## config.mk

```make
export PLATFORM = sky130hd
export DESIGN_NAME = preadd_mult_stage
export DESIGN_NICKNAME = d
export VERILOG_FILES = /design/src/rtl/preadd_mult_stage.sv
export SDC_FILE = /design/constraint.sdc
export NUM_CORES = 1
export LEC_CHECK = 0
export ABC_AREA = 1
export CAP_MARGIN = 20
export CORE_UTILIZATION = 61
export CTS_BUF_LIST = sky130_fd_sc_hd__clkbuf_16
export DETAILED_ROUTE_END_ITERATION = 7
export PLACE_DENSITY_LB_ADDON = 0.1
export SYNTH_ARGS = -nofsm -noshare
export SYNTH_HDL_FRONTEND = slang
export SYNTH_SLANG_ARGS = --single-unit
```

## constraint.sdc

```tcl
create_clock -name CLK -period 9.87 [get_ports CLK]
set_input_delay 1.974 -clock CLK [delete_from_list [all_inputs] [get_ports CLK]]
set_output_delay 1.974 -clock CLK [all_outputs]
set_load 0.01 [all_outputs]
```

## src/rtl/preadd_mult_stage.sv

```systemverilog
// preadd_mult_stage: D+/-B pre-adder feeding the B1 stage, A1/B1 operand registers and an 18x18 unsigned multiplier with optional M register
module preadd_mult_stage #(
  parameter int A1REG = 1,
  parameter int B1REG = 1,
  parameter int MREG = 1,
  parameter int OPMODEREG = 1
) (
  input  logic        CLK,
  input  logic        RST,
  input  logic [17:0] A,
  input  logic [17:0] B,
  input  logic [17:0] D,
  input  logic [7:0]  OPMODE,
  input  logic        CEA,
  input  logic        CEB,
  input  logic        CEM,
  input  logic        CEOPMODE,
  output logic [17:0] BCOUT,
  output logic [35:0] M
);
  logic [1:0] opm_q, opm_eff;
  logic [17:0] a1_q, b1_q, a1, pre_sum, b1_in;
  logic [35:0] m_q, prod;
  logic unused_opm;
  assign unused_opm = ^{OPMODE[7], OPMODE[5], OPMODE[3:0]};
  // only the subtract (bit 6) and select (bit 4) mode bits are kept
  assign opm_eff = (OPMODEREG != 0) ? opm_q : {OPMODE[6], OPMODE[4]};
  assign pre_sum = opm_eff[1] ? D - B : D + B;
  assign b1_in = opm_eff[0] ? pre_sum : B;
  assign BCOUT = (B1REG != 0) ? b1_q : b1_in;
  assign a1 = (A1REG != 0) ? a1_q : A;
  assign prod = 36'(a1) * 36'(BCOUT);
  assign M = (MREG != 0) ? m_q : prod;
  always_ff @(posedge CLK) begin
    if (RST) begin
      opm_q <= '0;
      a1_q <= '0;
      b1_q <= '0;
      m_q <= '0;
    end else begin
      if (CEOPMODE) opm_q <= {OPMODE[6], OPMODE[4]};
      if (CEA) a1_q <= A;
      if (CEB) b1_q <= b1_in;
      if (CEM) m_q <= prod;
    end
  end
endmodule

```

==> PnR_summary.wiki, run 1 <==
{| class="wikitable"
! Metric !! Value
|-
| Synthesized flop and latch total || 74
|-
| Lkg Pwr || 9.870 nW
|-
| Die height || 160.2 um
|-
| Rows || 57
|-
| Outcome || completed
|-
| Setup violators final || 0
|-
| Clk sinks || 74
|-
| Achievable clock frequency || 0.1577 GHz
|-
| Critical-path maximum fanout || 19
|-
| Crit Reg-Reg Startpoint || a1[8]$_SDFFE_PP0P_
|-
| Die area || 25660 um2
|-
| Gate family responsible for the most delay along the worst path || adder cells
|-
| Count of mapped cells out of synthesis || 2151
|-
| Post-synth top area share || 33.71%
|-
| Global-route track usage on met1 || 43.01%
|-
| Average footprint of a synthesized cell || 7.096 um2
|-
| Endpoint type of the worst setup path || flip-flop
|-
| Crit-path most repeated cell || sky130_fd_sc_hd__fa_1
|-
| Number of inserted diodes || 0
|-
| Fin Clk Skew || 0.01687 ns
|-
| Total power consumption of the routed design || 0.001809 W
|-
| Iteration-0 DRC Markers || 991
|-
| Post-synthesis instance area || 15260 um2
|-
| RSZ-0062 raised after global routing || false
|-
| DR vias/cell || 5.309
|-
| Num CTS Buffers || 9
|-
| Clock tree from TritonCTS || yes
|-
| WP buf/inv || 4
|-
| # H-tree levels || 3
|-
| Met2 capacity usage during global routing || 58.10%
|-
| Capture instance of the worst register-to-register path || M[31]$_SDFFE_PP0P_
|-
| Critical Setup Path Class || flip-flop to flip-flop
|-
| Number of standard cells in the layout, taps in and fillers out || roughly 2500
|-
| Worst setup SP type || flip-flop
|-
| Number of warning messages in the yosys log || 0
|-
| Pin count of the biggest net entering global routing || 58
|-
| Via count of the routed design || 13440
|-
| Area of the core || around 24000 um2
|-
| Global-route wire length before repair || slightly below 70 mm
|-
| Layout-stage area growth over the synthesis result || 11.15%
|-
| Syn nets || approximately 2600
|-
| Clock root cell || sky130_fd_sc_hd__clkbuf_16
|-
| Leading post-synthesis cells by instance count || sky130_fd_sc_hd__nand2_1 (548), sky130_fd_sc_hd__inv_1 (545), sky130_fd_sc_hd__fa_1 (257)
|-
| Yosys cell types || 38
|-
| Cell types with the largest area share after synthesis || sky130_fd_sc_hd__fa_1 (34%), sky130_fd_sc_hd__nand2_1 (13%), sky130_fd_sc_hd__inv_1 (13%), sky130_fd_sc_hd__ha_1 (10%), sky130_fd_sc_hd__dfxtp_1 (9.7%)
|-
| Async set-or-reset flop fraction in the synthesized netlist || 0%
|-
| Number of global-route vias before repair || 13950
|-
| Main flop type after synthesis || sky130_fd_sc_hd__dfxtp_1
|-
| Required time of the critical path || 10.13 ns
|-
| Register area share after synthesis || 9.706%
|-
| Detailed placer's ending HPWL || roughly 33 mm
|-
| GR peak layer || met2
|-
| Crit path depth || 21
|-
| Port Buffer Count || 115
|-
| Detailed-route wire length per cell || 16.32 um
|-
| Post-CTS resize count || 0
|-
| EDFF count, synth || 0
|-
| Area leader, netlist || sky130_fd_sc_hd__fa_1
|-
| Count of hold-fix buffers inserted at cts || 0
|-
| First-pass iteration count of the detailed router || 5
|-
| Clock insertion delay at the later pin of the skew report || roughly 0.36 ns
|-
| Slowest CP cell || sky130_fd_sc_hd__dfxtp_1
|-
| Cell count after placement || approximately 2500
|-
| Worst setup path end || M[31]$_SDFFE_PP0P_
|-
| Antenna Violating Nets Remaining || 0
|-
| Boundary pin count || 122
|-
| Width of the die || ~160 um
|-
| Longest individual stage delay on the worst path || 1.04 ns
|-
| Minimum clock period || 6.342 ns
|-
| Starting density of the core || 62.40%
|-
| Final weighted congestion of routability-driven global placement || 0.9702
|-
| Slew at the pin closest to its max-slew limit || 1.086 ns
|-
| Aggregate global-route resource usage || around 34%
|-
| Start point of the critical path || a1[8]$_SDFFE_PP0P_
|-
| Cell-by-cell listing of the critical path || nand2_1 > fa_1 > inv_1 > fa_1 > fa_1 > fa_1 > fa_1 > inv_1 > fa_1 > inv_1 > ha_1 > a21oi_1 > o21ai_0 > a21oi_1 > nor2_1 > nor2_1 > nand2_1 > nand2_1 > nand3_1 > nand2_1 > inv_1
|-
| Antenna violations before repair || 0
|-
| Worst min-delay path startpoint || M[1]$_SDFFE_PP0P_
|-
| Worst slew margin || approximately 27%
|-
| Residual DRC count || 0
|-
| Maximum resistive drop on vdd || 0.08110 mV
|-
| Routed wire length || 41.30 mm
|-
| Clk slew on worst S/H paths || 0.07 ns
|-
| Share of post-route cells with drive strength above 1 || 2.764%
|-
| Max-cap viol count || 0
|-
| Power per standard cell area || 106.6 nW/um2
|-
| Residual overflow from global routing || 0
|-
| Met3 usage || around 7.4%
|-
| Postcts setup bufs || 0
|-
| Most common cell in the synthesized netlist || sky130_fd_sc_hd__nand2_1
|-
| Setup TNS || 0 ns
|-
| Worst EP arrival || 6.61 ns
|-
| Hold violation total from the final report || 0
|-
| Worst setup slack for register-to-register paths || 3.53 ns
|-
| Hold Crit Class || flip-flop to flip-flop
|-
| Final-stage net count || ~2700
|-
| Deepest clock path buffer count || 2
|-
| Total count of max-transition violations in the final report || 0
|-
| Logic depth of the worst register-to-register path || 21
|-
| Period utilisation layout || 64.26%
|-
| Final worst hold slack || 0.5067 ns
|}
==> cell usage in the layout, fill, tap and decap left out, drive strengths merged, types with 4 or more instances in the layout <==
| master | n |
|---|---|
| nand4 | 4 |
| o21bai | 9 |
| fa | 257 |
| nand3 | 60 |
| nor3 | 13 |
| dfxtp | 74 |
| buf | 22 |
| a21oi | 81 |
| nor2 | 189 |
| xor2 | 28 |
| nand2 | 557 |
| xnor2 | 8 |
| ha | 128 |
| o21ai | 80 |
| inv | 550 |
| clkdlybuf4s50 | 114 |
| o21a | 4 |
| clkbuf | 9 |
==> layout make-up <==
type,instances,area [um2]
Clock buffer,9,225.2
Clock inverter,7,83.83
Fill cell,2103,7497
Inverter,548,2059
Multi-Input combinational cell,1433,11350
Sequential cell,74,1481
Tap cell,324,405.4
Timing Repair Buffer,136,1359
==> tightest hold or removal path: stages, from the launching register on <==
cell and delay (ns):
sky130_fd_sc_hd__dfxtp_1 0.33, sky130_fd_sc_hd__o21ai_0 0.07, sky130_fd_sc_hd__nor2_1 0.07
==> stage by stage <==
step	worst slack [ns]	utilization [%]	area (um2)
final	3.528	69.35	16970
after global routing	3.245	69.35	16970
after detailed placement	3.563	67.74	16570
after floorplan	4.433	-	15260
after CTS	3.573	69.00	16880
after global placement	3.709	67.74	16570
==> state kept, by name, indices dropped and copies added (netlist names) <==
signal,count
opm_eff,2
BCOUT,18
a1,18
M,36
==> per-layer routing <==
| layer | vias up | share of wire, % |
|---|---|---|
| met5 | - | 0 |
| met4 | 0 | 3.4 |
| met3 | 107 | 8.0 |
| met2 | 494 | 48 |
| met1 | 6474 | 40 |
| li1 | 6361 | - |
==> where the power goes <==
group / internal, W / total, W / switching, W / leakage [nW]
clock: 0.000201 / 0.000350 / 0.000150 / 0.149
combinational: 0.000404 / 0.00106 / 0.000656 / 9.11
sequential: 0.000332 / 0.000398 / 0.0000658 / 0.613
==> worst min-delay path by stage <==
| stage | to | slack, ns | depth (start not counted) |
|---|---|---|---|
| finish | M[1]$_SDFFE_PP0P_ | 0.51 | 2 |
| global placement | a1[6]$_SDFFE_PP0P_ | 0.48 | 2 |
| global route | M[5]$_SDFFE_PP0P_ | 0.54 | 2 |
| detailed placement | M[1]$_SDFFE_PP0P_ | 0.49 | 2 |
| floorplan | M[0]$_SDFFE_PP0P_ | 0.53 | 2 |
| CTS | M[1]$_SDFFE_PP0P_ | 0.51 | 2 |
==> cells by family after synthesis <==
logic type	count (synthesis)	share of synthesized area [%]
simple gates	828	21.53
compound gates	184	6.566
buf+inv	644	15.93
flops	74	9.706
fa+ha+maj	385	44.20
xor+xnor	36	2.066
Power figures use the tool's default switching activity.
==> run 2: changes to the inputs <==
- clock period: 9.87 -> 6.3 ns (I/O delays scaled with it)
==> PnR_summary.wiki, run 2 (same netlist as run 1, synthesis figures left out) <==
{| class="wikitable"
! Metric !! Value
|-
| Number of flip-flops in the largest register || 36 (unchanged)
|-
| Required time of the critical path || 6.56 ns (was 10.13 ns)
|-
| Worst setup SP type || flip-flop (unchanged)
|-
| Final weighted congestion of routability-driven global placement || 0.9605 (was 0.9702)
|-
| Achievable clock frequency || 0.1666 GHz (was 0.1577 GHz)
|-
| Hold violation total from the final report || 0 (unchanged)
|-
| End-of-flow core utilization || 70.30% (was 69.35%)
|-
| Postcts setup bufs || 0 (unchanged)
|-
| Most common library cell in the layout ignoring fill and taps || sky130_fd_sc_hd__nand2_1 (unchanged)
|-
| Final-stage net count || 2689 (was 2655)
|-
| Routed wire length || 40.91 mm (was 41.30 mm)
|-
| Period utilisation layout || 95.26% (was 64.26%)
|-
| Total count of max-transition violations in the final report || 0 (unchanged)
|-
| Critical Setup Path Class || flip-flop to flip-flop (unchanged)
|-
| Count of hold-fix buffers inserted at cts || 0 (unchanged)
|-
| Setup violators final || 0 (unchanged)
|-
| Worst setup slack for register-to-register paths || 0.30 ns (was 3.53 ns)
|-
| Residual overflow from global routing || 0 (unchanged)
|-
| Clock tree from TritonCTS || yes (unchanged)
|-
| DR vias/cell || 5.185 (was 5.309)
|-
| Layout-stage area growth over the synthesis result || 12.67% (was 11.15%)
|-
| Detailed-route wire length per cell || 15.95 um (was 16.32 um)
|-
| Most frequent cells in the layout || sky130_fd_sc_hd__nand2_1 (548), sky130_fd_sc_hd__inv_1 (545), sky130_fd_sc_hd__fa_1 (257) (unchanged)
|-
| Antenna violations before repair || 0 (unchanged)
|-
| Worst EP arrival || 6.27 ns (was 6.61 ns)
|-
| Cell-by-cell listing of the critical path || buf_4 > nand2_1 > inv_1 > fa_1 > inv_1 > fa_1 > fa_1 > inv_1 > fa_1 > fa_1 > inv_1 > fa_1 > inv_1 > ha_1 > a21oi_1 > o21ai_0 > a21oi_1 > nand2_1 > nand3_1 > nand2_1 > nand2_1 > nand3_1 > nand2_1 > inv_1 (was nand2_1 > fa_1 > inv_1 > fa_1 > fa_1 > fa_1 > fa_1 > inv_1 > fa_1 > inv_1 > ha_1 > a21oi_1 > o21ai_0 > a21oi_1 > nor2_1 > nor2_1 > nand2_1 > nand2_1 > nand3_1 > nand2_1 > inv_1)
|-
| Aggregate global-route resource usage || 33.62% (was 34.38%)
|-
| Slew at the pin closest to its max-slew limit || 0.9910 ns (was 1.086 ns)
|-
| Global-route wire length before repair || 68.05 mm (was 69.52 mm)
|-
| Max-cap viol count || 0 (unchanged)
|-
| Rows || 57 (unchanged)
|-
| Share of post-route cells with drive strength above 1 || 4.239% (was 2.764%)
|-
| Outcome || completed (unchanged)
|-
| Worst slack at placement || 0.4303 ns (was 3.563 ns)
|-
| Maximum resistive drop on vdd || 0.1343 mV (was 0.08110 mV)
|-
| Slowest CP cell || sky130_fd_sc_hd__dfxtp_1 (unchanged)
|-
| RSZ-0062 raised after global routing || false (unchanged)
|-
| Clock root cell || sky130_fd_sc_hd__clkbuf_16 (unchanged)
|-
| Antenna Violating Nets Remaining || 0 (unchanged)
|-
| Minimum clock period || 6.001 ns (was 6.342 ns)
|-
| Number of global-route vias before repair || 13600 (was 13950)
|-
| Fin Clk Skew || 0.01630 ns (was 0.01687 ns)
|-
| Number of inserted diodes || 0 (unchanged)
|-
| Clk sinks || 74 (unchanged)
|-
| Boundary pin count || 122 (unchanged)
|-
| Number of standard cells in the layout, taps in and fillers out || 2565 (was 2531)
|-
| First-pass iteration count of the detailed router || 5 (unchanged)
|-
| Lkg Pwr || 10.04 nW (was 9.870 nW)
|-
| Longest individual stage delay on the worst path || 0.66 ns (was 1.04 ns)
|-
| Iteration-0 DRC Markers || 960 (was 991)
|-
| Width of the die || 160.2 um (unchanged)
|-
| Starting density of the core || 62.40% (unchanged)
|-
| Critical-path maximum fanout || 10 (was 19)
|-
| Area of the core || 24460 um2 (unchanged)
|-
| Power per standard cell area || 166.3 nW/um2 (was 106.6 nW/um2)
|-
| Die height || 160.2 um (unchanged)
|-
| Hold Crit Class || flip-flop to flip-flop (unchanged)
|-
| Endpoint type of the worst setup path || flip-flop (unchanged)
|-
| Cell count after placement || 2549 (was 2511)
|-
| Via count of the routed design || 13300 (was 13440)
|-
| Residual DRC count || 0 (unchanged)
|-
| Pin count of the biggest net entering global routing || 58 (unchanged)
|-
| Deepest clock path buffer count || 2 (unchanged)
|-
| Setup slack after layout || 0.2987 ns (was 3.528 ns)
|-
| Post-CTS resize count || 0 (unchanged)
|-
| Global-route track usage on met1 || 43.80% (was 43.01%)
|-
| # H-tree levels || 3 (unchanged)
|-
| Detailed placer's ending HPWL || 34.45 mm (was 32.60 mm)
|-
| Setup TNS || 0 ns (unchanged)
|-
| Met3 usage || 5.818% (was 7.377%)
|-
| Port Buffer Count || 115 (unchanged)
|-
| Worst slew margin || 33.93% (was 27.47%)
|-
| Die area || 25660 um2 (unchanged)
|-
| Clock insertion delay at the later pin of the skew report || 0.36 ns (about the same)
|-
| Num CTS Buffers || 9 (unchanged)
|-
| Clk slew on worst S/H paths || 0.08 ns (was 0.07 ns)
|-
| GR peak layer || met2 (unchanged)
|-
| Met2 capacity usage during global routing || 57.04% (was 58.10%)
|}
run 2: cell count changes in the layout (fill, tap and decap cells not counted):
cell / change
sky130_fd_sc_hd__clkinv_4: -1
sky130_fd_sc_hd__buf_8: -2
sky130_fd_sc_hd__buf_16: -1
sky130_fd_sc_hd__clkinvlp_4: +1
sky130_fd_sc_hd__buf_12: +1
sky130_fd_sc_hd__buf_4: +36
run 2: path summary, 6_finish.rpt:
path / from / endpoint / cells after the start
max: a1[7]$_SDFFE_PP0P_ / M[26]$_SDFFE_PP0P_ / 24
min: M[2]$_SDFFE_PP0P_ / M[2]$_SDFFE_PP0P_ / 2
max reg2reg: a1[7]$_SDFFE_PP0P_ / M[26]$_SDFFE_PP0P_ / 24
min reg2reg: M[2]$_SDFFE_PP0P_ / M[2]$_SDFFE_PP0P_ / 2
run 2: where the power goes:
group | leakage, nW | internal [W] | total, W | switching (W)
Clock | 0.145 | 0.000314 | 0.000564 | 0.000250
Sequential | 0.613 | 0.000521 | 0.000605 | 0.0000841
Combinational | 9.28 | 0.000655 | 0.00169 | 0.00104
Total | 10.0 | 0.00149 | 0.00286 | 0.00137
run 2: area by class of cell:
| cell class | count | area, um2 |
|---|---|---|
| inverter | 548 | 2059 |
| fill | 2114 | 7266 |
| clock buffer | 9 | 225.2 |
| timing repair buffer | 170 | 1592 |
| clock inverter | 7 | 82.58 |
| tap | 324 | 405.4 |
| sequential | 74 | 1481 |
| multi-input combinational | 1433 | 11350 |
run 2: per-layer routing:
| layer | up-vias | share of wire [%] |
|---|---|---|
| li1 | 6422 | - |
| met1 | 6357 | 42 |
| met2 | 437 | 48 |
| met3 | 84 | 7.3 |
| met4 | 0 | 3.1 |
| met5 | - | 0 |
run 2: critical path, delay by kind of cell (launching register included):
kind / cells / cell delay (ns)
fa+ha+maj: 7 / 3.27
buf+inv: 7 / 0.69
flops: 1 / 0.66
compound gates: 3 / 0.66
simple gates: 7 / 0.61
run 2: stage by stage:
stage / instance area (um2) / total power [W] / hold slack, ns
after floorplan: 15260 / 0.001651 / 0.5332
after global placement: 16860 / 0.002255 / 0.4798
after detailed placement: 16890 / 0.002281 / 0.4828
after CTS: 17200 / 0.002864 / 0.5041
after global routing: 17200 / 0.003079 / 0.5402
final: 17200 / 0.002860 / 0.5002
